**src/rtl/itype_instr_encoder_pkg.sv**
```systemverilog
// rtl/itype_instr_encoder_pkg.sv - I-type field layout, FSM states and word packing helper
package itype_instr_encoder_pkg;

    // Field widths and bit positions shared with the 17-bit sign-extension path
    localparam int OPCODE_W   = 5;
    localparam int RD_W       = 5;
    localparam int RS_W       = 5;
    localparam int IMM_W      = 17;
    localparam int OPCODE_LSB = 27;
    localparam int RD_LSB     = 22;
    localparam int RS_LSB     = 17;
    localparam int IMM_LSB    = 0;

    typedef enum logic [1:0] {
        S_IDLE   = 2'd0,
        S_ACCEPT = 2'd1,
        S_EMIT   = 2'd2,
        S_FULL   = 2'd3
    } state_t;

    // {opcode, rd, rs, imm} in the order of the bit positions above
    function automatic logic [31:0] pack_word(
        input logic [OPCODE_W-1:0] op,
        input logic [RD_W-1:0]     rd,
        input logic [RS_W-1:0]     rs,
        input logic [IMM_W-1:0]    imm
    );
        return {op, rd, rs, imm};
    endfunction

endpackage

```
**src/rtl/itype_instr_encoder_imm_range_check.sv**
```systemverilog
// rtl/itype_instr_encoder_imm_range_check.sv - narrows a 32-bit value to a 17-bit immediate
module imm_range_check
    import itype_instr_encoder_pkg::*;
(
    input  logic [31:0]      value,
    output logic [IMM_W-1:0] imm,
    output logic             fits
);

    // Fits when the upper bits are all copies of bit 16, so sign-extending imm rebuilds value
    always_comb begin
        imm  = value[IMM_W-1:0];
        fits = (&value[31:IMM_W-1]) | ~(|value[31:IMM_W-1]);
    end

endmodule

```
**src/rtl/itype_instr_encoder.sv**
```systemverilog
// rtl/itype_instr_encoder.sv - packs I-type fields and writes them to consecutive imem addresses
module itype_instr_encoder
    import itype_instr_encoder_pkg::*;
#(
    parameter int ADDR_W = 12,
    parameter int ERR_W  = 8
) (
    input  logic                clock,
    input  logic                reset,
    input  logic                start,
    input  logic                stop,
    input  logic [ADDR_W-1:0]   base_addr,
    input  logic                in_valid,
    output logic                in_ready,
    input  logic [OPCODE_W-1:0] in_opcode,
    input  logic [RD_W-1:0]     in_rd,
    input  logic [RS_W-1:0]     in_rs,
    input  logic [31:0]         in_value,
    output logic [ADDR_W-1:0]   imem_addr,
    output logic [31:0]         imem_data,
    output logic                imem_wren,
    output logic                range_err,
    output logic [ERR_W-1:0]    err_count,
    output logic [ADDR_W:0]     word_count,
    output logic                busy,
    output logic                full
);

    state_t           state;
    state_t           state_nxt;
    logic [IMM_W-1:0] imm;
    logic             fits;
    logic [31:0]      cap_word;
    logic             cap_fits;
    logic [31:0]      data_hold;
    logic             capture;

    imm_range_check u_range (
        .value (in_value),
        .imm   (imm),
        .fits  (fits)
    );

    // Strobes come straight from EMIT so a start in that cycle can still suppress them
    always_comb begin
        in_ready  = (state == S_ACCEPT);
        busy      = (state != S_IDLE);
        full      = (state == S_FULL);
        imem_wren = (state == S_EMIT) && cap_fits && !start;
        range_err = (state == S_EMIT) && !cap_fits && !start;
        imem_data = imem_wren ? cap_word : data_hold;
        capture   = (state == S_ACCEPT) && in_valid && !start && !stop;
    end

    // State register
    always_ff @(posedge clock or posedge reset) begin
        if (reset) state <= S_IDLE;
        else       state <= state_nxt;
    end

    // Next state: start overrides everything; stop in EMIT takes effect after the strobe
    always_comb begin
        state_nxt = state;
        if (start) begin
            state_nxt = S_ACCEPT;
        end else begin
            case (state)
                S_IDLE:   state_nxt = S_IDLE;
                S_ACCEPT: begin
                    if (stop)          state_nxt = S_IDLE;
                    else if (in_valid) state_nxt = S_EMIT;
                end
                S_EMIT: begin
                    if (cap_fits && (imem_addr == '1)) state_nxt = S_FULL;
                    else if (stop)                     state_nxt = S_IDLE;
                    else                               state_nxt = S_ACCEPT;
                end
                S_FULL: begin
                    if (stop) state_nxt = S_IDLE;
                end
                default:  state_nxt = S_IDLE;
            endcase
        end
    end

    // Captured fields, write address, held data and counters
    always_ff @(posedge clock or posedge reset) begin
        if (reset) begin
            cap_word   <= '0;
            cap_fits   <= 1'b0;
            data_hold  <= '0;
            imem_addr  <= '0;
            word_count <= '0;
            err_count  <= '0;
        end else if (start) begin
            cap_fits   <= 1'b0;
            imem_addr  <= base_addr;
            word_count <= '0;
            err_count  <= '0;
        end else begin
            if (capture) begin
                cap_word <= pack_word(in_opcode, in_rd, in_rs, imm);
                cap_fits <= fits;
            end
            if (imem_wren) begin
                data_hold  <= cap_word;
                imem_addr  <= imem_addr + ADDR_W'(1);
                word_count <= word_count + (ADDR_W + 1)'(1);
            end
            if (range_err && (err_count != '1)) begin
                err_count <= err_count + ERR_W'(1);
            end
        end
    end

endmodule
```
**config.mk**
```make
export PLATFORM = sky130hd
export DESIGN_NAME = itype_instr_encoder
export DESIGN_NICKNAME = d
export VERILOG_FILES = /design/src/rtl/itype_instr_encoder_pkg.sv /design/src/rtl/itype_instr_encoder_imm_range_check.sv /design/src/rtl/itype_instr_encoder.sv
export SDC_FILE = /design/constraint.sdc
export NUM_CORES = 1
export LEC_CHECK = 0
export ABC_CLOCK_PERIOD_IN_PS = 9600
export CORE_UTILIZATION = 52
export CTS_BUF_LIST = sky130_fd_sc_hd__clkbuf_4 sky130_fd_sc_hd__clkbuf_8 sky130_fd_sc_hd__clkbuf_16
export DETAILED_ROUTE_END_ITERATION = 6
export HOLD_SLACK_MARGIN = 0.15
export PLACE_DENSITY = 0.86
export REMOVE_ABC_BUFFERS = 1
export SLEW_MARGIN = 5
export SYNTH_ARGS = -nofsm -noshare
export SYNTH_HDL_FRONTEND = slang
export SYNTH_SLANG_ARGS = --single-unit
```
**constraint.sdc**
```tcl
create_clock -name clock -period 9.6 [get_ports clock]
set_input_delay 1.92 -clock clock [delete_from_list [all_inputs] [get_ports clock]]
set_output_delay 1.92 -clock clock [all_outputs]
set_load 0.02 [all_outputs]
```
==> impl_metrics.csv <==
group,metric,value,unit
run_status,status,"complete, but fails checks",
run_status,violations,"DRC",
cts,postCtsSetupBuffers,0,
cts,clk_latency,0.37,ns
critical_path,slowest_stage,"nor2_4",
drt,drcViolationCount,9,
cts,h-tree-depth,3,
synthesis,yosysUniqueCellTypes,44,
die,rows,34,
critical_path,cp_top_family,"buffers and inverters",
sta,relSlewSlack,0.317,
sta,finalMaxSlewViolations,0,
sta,worst_pin_slew,1.02,ns
sta,finalSetupTns,0,ns
die,die-area,9680,µm²
synthesis,yosysTopAreaCell,"dfrtp_1",
die,io_pins,134,
cts,holdBufCountCts,0,
synthesis,netlist_instances,390,
synthesis,syn_area_per_cell,12.4,µm²
drt,drtPass1Iterations,7,
synthesis,synth_area_leaders,"dfrtp_1 (52%), mux2_2 (23%), xor2_1 (2.5%), ha_1 (1.8%), nand4_1 (1.8%)",
critical_path,cp-end-kind,"primary output",
synthesis,synth_top_area_share,0.518,
placement,port_buffers,133,
drt,wl_per_cell,17.0,µm
critical_path,path_cells,"clkdlybuf4s50_1 > buf_4 > nor2_4 > buf_4 > mux2_2 > clkdlybuf4s50_1",
cts,clockBufferDepth,2,
final_layout,layout_common_cells,"clkdlybuf4s50_1 (133), dfrtp_1 (100), mux2_2 (97)",
placement,routabilityCongestion,0.808,
pwr,max-vdd-ir-drop,0.0895,mV
sta,fin_crit,6.78,ns
global_route,grtUsageTotal,0.238,
synthesis,synth-edff-count,0,
cts,cts_tree,"done",
final_layout,nNetsFinal,588,
global_route,grt_pass1_wl,17.9,mm
synthesis,synth-seq-cells,100,
sta,hold_viol_final,0,
critical_path,cp-start-kind,"input pin",
final_layout,stdcell_count,629,
sta,rsz0062_at_grt,"no",
final_layout,antenna_cells,0,
critical_path,critical_path_required,7.68,ns
drt,totalWireLength,10.7,mm
drt,drt_iter0_drc,157,
drt,postRouteAntennaNets,0,
cts,clk_pin_slew,0.11,ns
pwr,powerDensity,146,nW/µm²
die,die_h,98.4,µm
placement,hpwl,7.59,mm
synthesis,synth-async-reset-ratio,1.00,
critical_path,cpPeakStageDelay,0.84,ns
critical_path,crit_arrival,4.86,ns
global_route,grt_max_degree,74,
synthesis,ys_seq_area_frac,0.518,
cts,cts_buffers,9,
cts,cts-resized-gates,0,
drt,num_vias,3496,
cts,clock-root-buffer,"clkbuf_8",
sta,fin_crit_sh,0.706,
global_route,antenna_found_initial,0,
pwr,p_total,0.929,mW
sta,finalSetupViolations,0,
synthesis,synthFlopType,"dfrtp_1",
synthesis,ys_warn_count,0,
global_route,grt_overflow,0,
critical_path,cp_num_buf_inv,4,
final_layout,final_common_cell,"clkdlybuf4s50_1",
sta,finClkSkew,0.0130,ns
critical_path,critical_path_class,"input pin to primary output",
synthesis,netlist_area,4830,µm²
final_layout,area_delta_synth_final,32.0,%
placement,post-place-cells,614,
global_route,grt_pass1_vias,3571,
die,die_width,98.4,µm
critical_path,crit_fanout,47,
pwr,power.leakage,2.74,nW
sta,fmax,148,MHz
die,coreArea,8850,µm²
die,initial_core_util,0.546,
final_layout,layout-drive-gt1-share,0.240,
job,cap_violations,0,
drt,via_per_inst,5.56,
worst_hold_path,hp-class,"flip-flop to flip-flop",
cts,clock_sinks,100,
[sequential cells by signal (all words and copies together) (netlist names)]
| signal | count |
|---|---|
| cap_fits | 1 |
| cap_word | 32 |
| data_hold | 32 |
| err_count | 8 |
| imem_addr | 12 |
| state | 2 |
| word_count | 13 |
[cells by family (layout without fill, tap and decap cells)]
| group | count (synthesis) | after routing | synth area share |
|---|---|---|---|
| simple gates | 99 | 99 | 0.114 |
| buf+inv | 28 | 159 | 0.0347 |
| flops | 100 | 100 | 0.518 |
| compound gates | 34 | 34 | 0.0438 |
| fa+ha+maj | 7 | 7 | 0.0181 |
| mux | 99 | 99 | 0.230 |
| xor+xnor | 23 | 23 | 0.0417 |
[power by group]
part / leakage [nW] / switching [mW] / internal (mW)
clock: 0.0926 / 0.158 / 0.0985
combinational: 1.34 / 0.0651 / 0.0962
sequential: 1.31 / 0.0404 / 0.471
[path summary, 6_finish.rpt]
path	start	endpoint	slack, ns	cells past startpoint
worst min-delay path	data_hold[10]$_DFFE_PP0N_	data_hold[10]$_DFFE_PP0N_	0.51	1
worst max register to register	state[0]$_DFFE_PP0P_	data_hold[15]$_DFFE_PP0N_	6.62	6
worst max-delay path	start	imem_data[10]	2.82	6
min in group asynchronous	reset	err_count[2]$_DFFE_PP0P_	1.87	2
worst min register to register	data_hold[10]$_DFFE_PP0N_	data_hold[10]$_DFFE_PP0N_	0.51	1
max in group asynchronous	reset	err_count[6]$_DFFE_PP0P_	6.52	3
[metrics by stage]
step | area (µm²) | hold slack, ns | util | worst slack (ns)
global placement | 6200 | 0.486 | 0.700 | 2.88
CTS | 6380 | 0.518 | 0.721 | 2.80
detailed placement | 6200 | 0.492 | 0.700 | 2.84
finish | 6380 | 0.512 | 0.721 | 2.82
floorplan | 4690 | 0.477 | - | 2.22
global route | 6380 | 0.527 | 0.721 | 2.64
[routing by layer]
layer | part of all wire | track usage
met3 | 0.073 | 0.0787
met4 | 0.013 | 0.0689
met5 | 0 | 0
met1 | 0.44 | 0.307
met2 | 0.48 | 0.384
[area by class of cell]
cell class / count / area, µm²
clock inverter: 6 / 55.1
timing repair buffer: 137 / 1360
multi-input combinational: 262 / 2170
fill: 611 / 2470
clock buffer: 9 / 124
sequential: 100 / 2500
tap: 108 / 135
inverter: 7 / 28.8
[cell usage after synthesis (2+ instances only)]
master,n
buf_6,2
and4_1,2
clkbuf_8,2
nand2_1,22
and3_1,5
xor2_1,14
buf_2,7
mux2_2,97
nand4_1,14
mux2i_1,2
inv_1,7
nor4_1,7
buf_4,5
o31ai_1,2
dfrtp_1,100
xnor2_1,9
or4_1,3
o21ai_0,15
and2_1,2
nand3_1,10
ha_1,7
nor2_1,18
nor3_1,4
clkbuf_1,5
a21oi_1,8
or3_1,3
No activity file was read; power rests on OpenSTA's default activity.
